File: config.mk
export PLATFORM = sky130hd
export DESIGN_NAME = kernel_scan_ctrl
export DESIGN_NICKNAME = d
export VERILOG_FILES = /design/src/rtl/kernel_scan_ctrl.sv
export SDC_FILE = /design/constraint.sdc
export NUM_CORES = 1
export LEC_CHECK = 0
export CORE_MARGIN = 2
export CORE_UTILIZATION = 49
export DETAILED_ROUTE_END_ITERATION = 8
export HOLD_SLACK_MARGIN = 0.1
export PLACE_DENSITY = 0.78
export SETUP_SLACK_MARGIN = 0.2
export SLEW_MARGIN = 25
export SYNTH_ARGS = -nofsm -noshare
export SYNTH_HDL_FRONTEND = slang
export SYNTH_SLANG_ARGS = --single-unit
File: constraint.sdc
create_clock -name clk -period 1.85 [get_ports clk]
set_input_delay 0.37 -clock clk [delete_from_list [all_inputs] [get_ports clk]]
set_output_delay 0.37 -clock clk [all_outputs]
set_load 0.1 [all_outputs]
File: src/rtl/kernel_scan_ctrl.sv
// Scan sequencer: issues pixel start pulses, holds integration limits for a scan,
// counts pixels/kernels and guards every wait with a watchdog.
module kernel_scan_ctrl #(
    parameter int unsigned PIXELS_PER_KERNEL = 9,
    parameter int unsigned N_KERNELS         = 16,
    parameter int unsigned GAP_CLK           = 2,
    parameter int unsigned WDOG_CLK          = 4095
) (
    input  logic       clk,
    input  logic       reset,
    input  logic       scan_start_i,
    input  logic       scan_abort_i,
    input  logic [9:0] loc_max_clk_cfg,
    input  logic [9:0] adj_max_clk_cfg,
    input  logic       pxl_done_i,
    input  logic       kernel_done_i,
    output logic       pxl_start_o,
    output logic [9:0] loc_max_clk,
    output logic [9:0] adj_max_clk,
    output logic [3:0] pxl_idx_o,
    output logic [7:0] kernel_idx_o,
    output logic       busy_o,
    output logic       scan_done_o,
    output logic       err_timeout_o
);

    localparam int unsigned PXL_W = 4;
    localparam int unsigned KRN_W = 8;
    localparam int unsigned CFG_W = 10;
    localparam int unsigned GAP_W = 4;
    localparam int unsigned WD_W  = 12;

    localparam logic [2:0] S_IDLE        = 3'd0;
    localparam logic [2:0] S_START       = 3'd1;
    localparam logic [2:0] S_WAIT_PXL    = 3'd2;
    localparam logic [2:0] S_GAP         = 3'd3;
    localparam logic [2:0] S_WAIT_KERNEL = 3'd4;
    localparam logic [2:0] S_DONE        = 3'd5;

    localparam logic [PXL_W-1:0] LAST_PXL = PXL_W'(PIXELS_PER_KERNEL - 1);
    localparam logic [KRN_W-1:0] LAST_KRN = KRN_W'(N_KERNELS - 1);
    localparam logic [GAP_W-1:0] GAP_LAST = GAP_W'(GAP_CLK - 1);
    localparam logic [WD_W-1:0]  WD_LAST  = WD_W'(WDOG_CLK - 1);
    // With no gap configured, a done event goes straight to the next start.
    localparam logic [2:0]       S_RESUME = (GAP_CLK == 0) ? S_START : S_GAP;

    logic [2:0]       r_state;
    logic [PXL_W-1:0] r_pxl_idx;
    logic [KRN_W-1:0] r_kernel_idx;
    logic [CFG_W-1:0] r_loc;
    logic [CFG_W-1:0] r_adj;
    logic [GAP_W-1:0] r_gap;
    logic [WD_W-1:0]  r_wdog;
    logic             r_err;
    logic             r_pxl_start;
    logic             r_busy;
    logic             r_scan_done;

    logic [2:0]       w_state_nxt;
    logic [PXL_W-1:0] w_pxl_idx_nxt;
    logic [KRN_W-1:0] w_kernel_idx_nxt;
    logic [CFG_W-1:0] w_loc_nxt;
    logic [CFG_W-1:0] w_adj_nxt;
    logic [GAP_W-1:0] w_gap_nxt;
    logic [WD_W-1:0]  w_wdog_nxt;
    logic             w_err_nxt;
    logic             w_kernel_cmp;

    // Next-state logic; gap and watchdog counters fall back to zero outside their states.
    always_comb begin
        w_state_nxt      = r_state;
        w_pxl_idx_nxt    = r_pxl_idx;
        w_kernel_idx_nxt = r_kernel_idx;
        w_loc_nxt        = r_loc;
        w_adj_nxt        = r_adj;
        w_err_nxt        = r_err;
        w_gap_nxt        = '0;
        w_wdog_nxt       = '0;
        w_kernel_cmp     = 1'b0;

        case (r_state)
            S_IDLE: begin
                if (scan_start_i) begin
                    w_loc_nxt        = loc_max_clk_cfg;
                    w_adj_nxt        = adj_max_clk_cfg;
                    w_pxl_idx_nxt    = '0;
                    w_kernel_idx_nxt = '0;
                    w_err_nxt        = 1'b0;
                    w_state_nxt      = S_START;
                end
            end
            S_START: w_state_nxt = S_WAIT_PXL;
            S_WAIT_PXL: begin
                if (pxl_done_i) begin
                    if (r_pxl_idx < LAST_PXL) begin
                        w_pxl_idx_nxt = r_pxl_idx + PXL_W'(1);
                        w_state_nxt   = S_RESUME;
                    end else if (kernel_done_i) begin
                        w_kernel_cmp = 1'b1;
                    end else begin
                        w_state_nxt = S_WAIT_KERNEL;
                    end
                end else if (r_wdog == WD_LAST) begin
                    w_err_nxt   = 1'b1;
                    w_state_nxt = S_IDLE;
                end else begin
                    w_wdog_nxt = r_wdog + WD_W'(1);
                end
            end
            S_WAIT_KERNEL: begin
                if (kernel_done_i) begin
                    w_kernel_cmp = 1'b1;
                end else if (r_wdog == WD_LAST) begin
                    w_err_nxt   = 1'b1;
                    w_state_nxt = S_IDLE;
                end else begin
                    w_wdog_nxt = r_wdog + WD_W'(1);
                end
            end
            S_GAP: begin
                if (r_gap == GAP_LAST) begin
                    w_state_nxt = S_START;
                end else begin
                    w_gap_nxt = r_gap + GAP_W'(1);
                end
            end
            S_DONE:  w_state_nxt = S_IDLE;
            default: w_state_nxt = S_IDLE;
        endcase

        if (w_kernel_cmp) begin
            w_pxl_idx_nxt = '0;
            if (r_kernel_idx < LAST_KRN) begin
                w_kernel_idx_nxt = r_kernel_idx + KRN_W'(1);
                w_state_nxt      = S_RESUME;
            end else begin
                w_state_nxt = S_DONE;
            end
        end

        // Abort wins over everything and leaves indices and error flag untouched.
        if (scan_abort_i && (r_state != S_IDLE)) begin
            w_state_nxt      = S_IDLE;
            w_pxl_idx_nxt    = r_pxl_idx;
            w_kernel_idx_nxt = r_kernel_idx;
            w_err_nxt        = r_err;
            w_gap_nxt        = '0;
            w_wdog_nxt       = '0;
        end
    end

    always_ff @(posedge clk or posedge reset) begin
        if (reset) begin
            r_state      <= S_IDLE;
            r_pxl_idx    <= '0;
            r_kernel_idx <= '0;
            r_loc        <= '0;
            r_adj        <= '0;
            r_gap        <= '0;
            r_wdog       <= '0;
            r_err        <= 1'b0;
            r_pxl_start  <= 1'b0;
            r_busy       <= 1'b0;
            r_scan_done  <= 1'b0;
        end else begin
            r_state      <= w_state_nxt;
            r_pxl_idx    <= w_pxl_idx_nxt;
            r_kernel_idx <= w_kernel_idx_nxt;
            r_loc        <= w_loc_nxt;
            r_adj        <= w_adj_nxt;
            r_gap        <= w_gap_nxt;
            r_wdog       <= w_wdog_nxt;
            r_err        <= w_err_nxt;
            r_pxl_start  <= (w_state_nxt == S_START);
            r_busy       <= (w_state_nxt != S_IDLE);
            r_scan_done  <= (w_state_nxt == S_DONE);
        end
    end

    assign pxl_start_o   = r_pxl_start;
    assign loc_max_clk   = r_loc;
    assign adj_max_clk   = r_adj;
    assign pxl_idx_o     = r_pxl_idx;
    assign kernel_idx_o  = r_kernel_idx;
    assign busy_o        = r_busy;
    assign scan_done_o   = r_scan_done;
    assign err_timeout_o = r_err;

endmodule

Word level (Yosys, flattened, before mapping)
Cells that the tools add are included.
{ "word_totals": {"ff_bits": 55, "in_bits": 26, "word_cells": 78} }
{ "classes": {"add_sub_neg": 4, "order_cmp": 2, "n_eq_ne": 14, "mux": 37, "bitwise_logic": 1, "n_reduce_logical": 9} }
{ "op_table": {"columns": ["op", "count"], "rows": [
  ["$mux W12", 4],
  ["$mux W8", 4],
  ["$mux W3", 10],
  ["$mux W4", 7],
  ["$pmux W12 S2", 1],
  ["$pmux W3 S5", 1],
  ["$add A12 B1 Y12 const B", 1],
  ["$eq A12 B12 Y1 const B", 1],
  ["$reduce_bool A3 Y1", 4],
  ["$reduce_and A5 Y1", 2],
  ["$ne A3 B3 Y1 const B", 3],
  ["$add A4 B1 Y4 const B", 2],
  ["$add A8 B1 Y8 const B", 1],
  ["$lt A8 B4 Y1 const B", 1],
  ["$pmux W4 S2", 1],
  ["$mux W1", 7],
  ["$eq A3 B1 Y1 const B", 2],
  ["$eq A3 B2 Y1 const B", 2],
  ["$eq A3 B3 Y1 const B", 2],
  ["$ne A2 B2 Y1 const B", 3],
  ["$eq A4 B1 Y1 const B", 1],
  ["$lt A4 B4 Y1 const B", 1],
  ["$logic_not A3 Y1", 1],
  ["$pmux W1 S3", 1],
  ["4 further kinds", 4]
]} }

Longest topological paths before layout
{ "logic_depth": {"ltp_word": 7, "mapped_depth": 8, "depth_no_buf": 8} }

Worst setup path after synthesis
OpenSTA, ideal clock, no wires.
{ "synth_timing": {"path_kind": "reg2reg", "from": "reg r_pxl_idx[3] (netlist: pxl_idx_o[3])", "to": "reg r_kernel_idx[2] (netlist: kernel_idx_o[2])", "setup_time_ns": 0.067, "arrival_time_ns": 2.139, "required_ns": 1.783, "path_slack_ns": -0.356, "path_stages_with_launch": 7, "cell_sequence": "dfrtp_1 -> nand4b_4 -> a211oi_4 -> nand4_2 -> buf_6 -> nor3b_2 -> a21o_1"} }
{ "synth_between": {"elab_chain_len": 5} }
{ "synth_lines": {"columns": ["element", "line", "text"], "rows": [
  ["start: declaration", "48", "logic [PXL_W-1:0] r_pxl_idx;"],
  ["start signal: assignment", "167", "r_pxl_idx <= w_pxl_idx_nxt;"],
  ["$lt A4 B4 Y1", "95", "if (r_pxl_idx < LAST_PXL) begin"],
  ["$mux W1", "95", null],
  ["$mux W1", "94", "if (pxl_done_i) begin"],
  ["$pmux W1 S2", "81", "case (r_state)"],
  ["$mux W8", "131", "if (w_kernel_cmp) begin"],
  ["end signal: assignment", "168", "r_kernel_idx <= w_kernel_idx_nxt;"],
  ["end: declaration", "49", "logic [KRN_W-1:0] r_kernel_idx;"]
]} }
No other way between the ends.
A chain may end at the register's enable or synchronous reset.

Final worst setup path
{ "layout_timing": {"from": "reg r_state[1]", "to": "reg r_busy (netlist: busy_o)"} }
{ "layout_between": {"elab_chain_len": 7, "elab_cells_between_ends": 19} }
{ "layout_lines": {"columns": ["element", "line", "text"], "rows": [
  ["start: declaration", "47", "logic [2:0] r_state;"],
  ["start signal: assignment", "166", "r_state <= w_state_nxt;"],
  ["$mux W3", "98", "end else if (kernel_done_i) begin"],
  ["$mux W3", "95", null],
  ["$mux W3", "94", null],
  ["$pmux W3 S5", "81", null],
  ["$mux W3", "131", null],
  ["$mux W3 *", "142", "if (scan_abort_i && (r_state != S_IDLE)) begin"],
  ["via w_state_nxt[1]", "59", "logic [2:0] w_state_nxt;"],
  ["$reduce_bool A3 Y1 *", "175", "r_busy <= (w_state_nxt != S_IDLE);"],
  ["end signal: assignment", "175", null],
  ["end: declaration", "56", "logic r_busy;"]
]} }
Mark *: on every way through the listed nets, which the timed path passes. The rest lies on a longest branch.

==> key figures <==
Place
  – Placement Setup Slack: -0.2113 ns
  – Port Buffers: 61
  – Gp weighted congestion: 0.8599
  – DPL Wire Length: 4573 microns

Route
  – ANT nets after route: 0
  – Vias/cell: 5.166
  – TritonRoute pass-1 iters: 4
  – DRC: 0
  – Wire per inst: 15.01 microns
  – Routed WL: 6320 microns
  – Vias: 2175
  – Initial DRC count: 136

STA
  – Slew Limit Fails: 0
  – Setup TNS: 0 ns
  – Fin Hold WS: 0.4208 ns
  – Period utilization: 90.88%
  – F_max: 0.5948 GHz
  – Crit path time final: 1.681 ns
  – Fin. Hold Viols: 0
  – PnR worst setup slack: 0.1688 ns
  – Worst Skew: 0.007067 ns
  – RSZ-0062 raised after global routing: true
  – Worst slew margin: 72.49%
  – Final setup vio count: 0
  – Slew @ Worst Pin: 0.4118 ns

Clocking
  – CTS Buf Count: 5
  – Reg clk slew, reported paths: 0.10 ns
  – H-tree Lvls: 2
  – Hold_buf cts: 0
  – TritonCTS clock tree: yes
  – CTS Root Cell: clkbuf_8
  – Max clock buf depth: 2
  – TritonCTS Sinks: 55
  – Latest clock arrival within the worst-skew pair: 0.32 ns

Layout
  – Inserted Diodes: 0
  – P&R area growth vs syn: 61.08%
  – Util after Layout: 80.62%
  – Layout cells sized above 1: 31.34%
  – Nets: 382

Synthesis
  – Synth top area cells: dfrtp_1 (55%), nand2_1 (10%), nor2_1 (3.4%)
  – Synth cell types: 43
  – FF+latch count, synth: 55
  – Cells after Synth: 260
  – Synthesized area: 2524 sq um
  – Ys Warns: 0
  – Primary FF master, synth: dfrtp_1
  – Mean post-synth cell area: 9.706 sq um
  – FFs w/ async S/R, synth: 100.0%
  – Sequential-to-total area share from yosys stat: 54.54%
  – Post-synth top area cell: dfrtp_1
  – Post-synth EDFFs: 0
  – Synth top area share: 54.54%
  – Post-Syn Nets: 292

Critical path
  – Required time of the worst setup path: 2.11 ns
  – Crit path DAT: 1.94 ns
  – CP max stage cell: dfrtp_1
  – Crit path kind: reg2reg
  – CP Launch Type: register
  – Crit-path max FO: 3
  – FF-to-FF setup slack: 0.17 ns
  – Worst-path cell chain: buf_4 > or2b_1 > nand2b_1 > o311a_1 > o21ai_2 > nand3b_1
  – Critical path endpoint category: register
  – Largest stage delay, worst path: 0.39 ns

Pwr
  – VDD IR-drop max: 1720 uV
  – Seq pwr share: 26.5%
  – Pwr/cell area: 1667 nW/um^2
  – Net Switching: 3.359 mW
  – Clock network fraction of total power: 12.6%
  – Sw Ratio: 49.56%
  – Leak: 1.891 nW
  – Logic gate share of total power: 60.9%
  – P_int: 3.418 mW

Floorplan
  – Core Footprint: 5042 sq um
  – Die area: 5740 sq um
  – Die H: 75.77 microns
  – Die Span X: 75.77 microns
  – IO Pins: 62
  – Initial Util: 50.05%
  – Cell Rows: 26

Global routing
  – Vias in the first global route: 2202
  – GRT Residual Overflow: 0
  – First-pass GRT wire length: 9970 microns
  – GRT Resource Usage Total: 23.22%
  – Antenna violations before repair: 0
  – Largest net degree at the start of global routing: 24

Outcome
  – Status: finished clean

Min path
  – Worst min-delay path class: in2async

Job
  – Max-cap violations: 0
## Yosys cell counts, drive strengths merged (4+ instances only)
cell type	count
a21oi	4
buf	4
clkbuf	6
dfrtp	55
ha	6
inv	11
nand2	69
nand2b	6
nand3	15
nor2	23
nor3	5
o21ai	9
xnor2	6
xor2	8
## worst paths after layout
path | from | endpoint | depth (start not counted)
max in group asynchronous | reset | r_state[2] | 3
min reg2reg | r_gap[0] | r_gap[0] | 1
min in group clk | r_gap[0] | r_gap[0] | 1
max | r_state[1] | busy_o | 6
max reg2reg | r_state[1] | busy_o | 6
min | reset | loc_max_clk[3] | 2
## worst max-delay path, delay by kind of cell (launching register included)
family,cells,cell delay [ns]
AO/OA/AOI/OAI,2,0.55
AND/OR/NAND/NOR,3,0.56
buffers and inverters,1,0.13
flip-flops,1,0.39
## logic make-up after synthesis
kind of cell | count (synthesis) | share of synthesized area, %
and+or+nand+nor | 138 | 25.83
DFF | 55 | 54.54
AOI/OAI and AO/OA | 25 | 7.338
buffers and inverters | 21 | 4.065
xor gates and xnor gates | 14 | 4.859
adders and majority gates | 6 | 2.975
muxes | 1 | 0.3966
## final cells by class
type,count,area [sq um]
well taps,70,87.58
inverters,11,45.04
repair buffers,93,1254
flip-flops and latches,55,1388
clock buffers,6,82.58
clock inverters,2,38.79
fillers,285,977.2
multi-input cells,184,1170
## power by group through the flow
stage          logic [mW]  clock network (mW)  registers [mW]
2_1_floorplan       0.661                   0            3.49
3_3_place_gp         3.91                   0            1.80
3_5_place_dp         3.97                   0            1.82
4_1_cts              4.08               0.852            1.80
5_1_grt              4.30               0.906            1.83
6_report             4.13               0.853            1.80
## layout by cell type, fill, tap and decap left out, types with 4 or more instances in the layout
cell / count
dfrtp_2: 9
clkbuf_8: 6
buf_4: 25
nand3_2: 4
nand2b_1: 5
xnor2_1: 6
o21ai_1: 4
clkdlybuf4s50_1: 24
nor2_1: 23
buf_12: 38
nand2_1: 68
ha_1: 6
dfrtp_1: 46
a21oi_1: 4
buf_6: 5
xor2_1: 8
inv_1: 10
nand3_1: 11
## through the flow
stage          area, sq um  total power, mW  std cells
3_3_place_gp          3732            5.708        404
6_report              4065            6.778        421
4_1_cts               3976            6.733        419
5_1_grt               4065            7.040        421
2_1_floorplan         2537            4.148        260
3_5_place_dp          3732            5.788        404
## routing by layer
layer  vias to the layer above  routed length, microns  global-route usage [%]
met1                      1061                    2551                   27.99
met5                         -                       0                       0
met4                         0                      99                   6.823
met2                        68                    3214                   38.98
met3                        10                     453                   8.466
li1                       1036                       -                       -
## flip-flops by register name, summed over array words and instances (netlist names), 3 cells and up
| register | count |
|---|---|
| pxl_idx_o | 4 |
| loc_max_clk | 10 |
| r_gap | 4 |
| r_wdog | 12 |
| r_state | 3 |
| adj_max_clk | 10 |
| kernel_idx_o | 8 |
## repair_timing
item	CTS	global route
endpoints found under the setup margin	11	25
pin swaps	4	9
resized for setup	14	15
setup buffers	7	2
cloned	0	0
(Power assumes the default switching activity.)
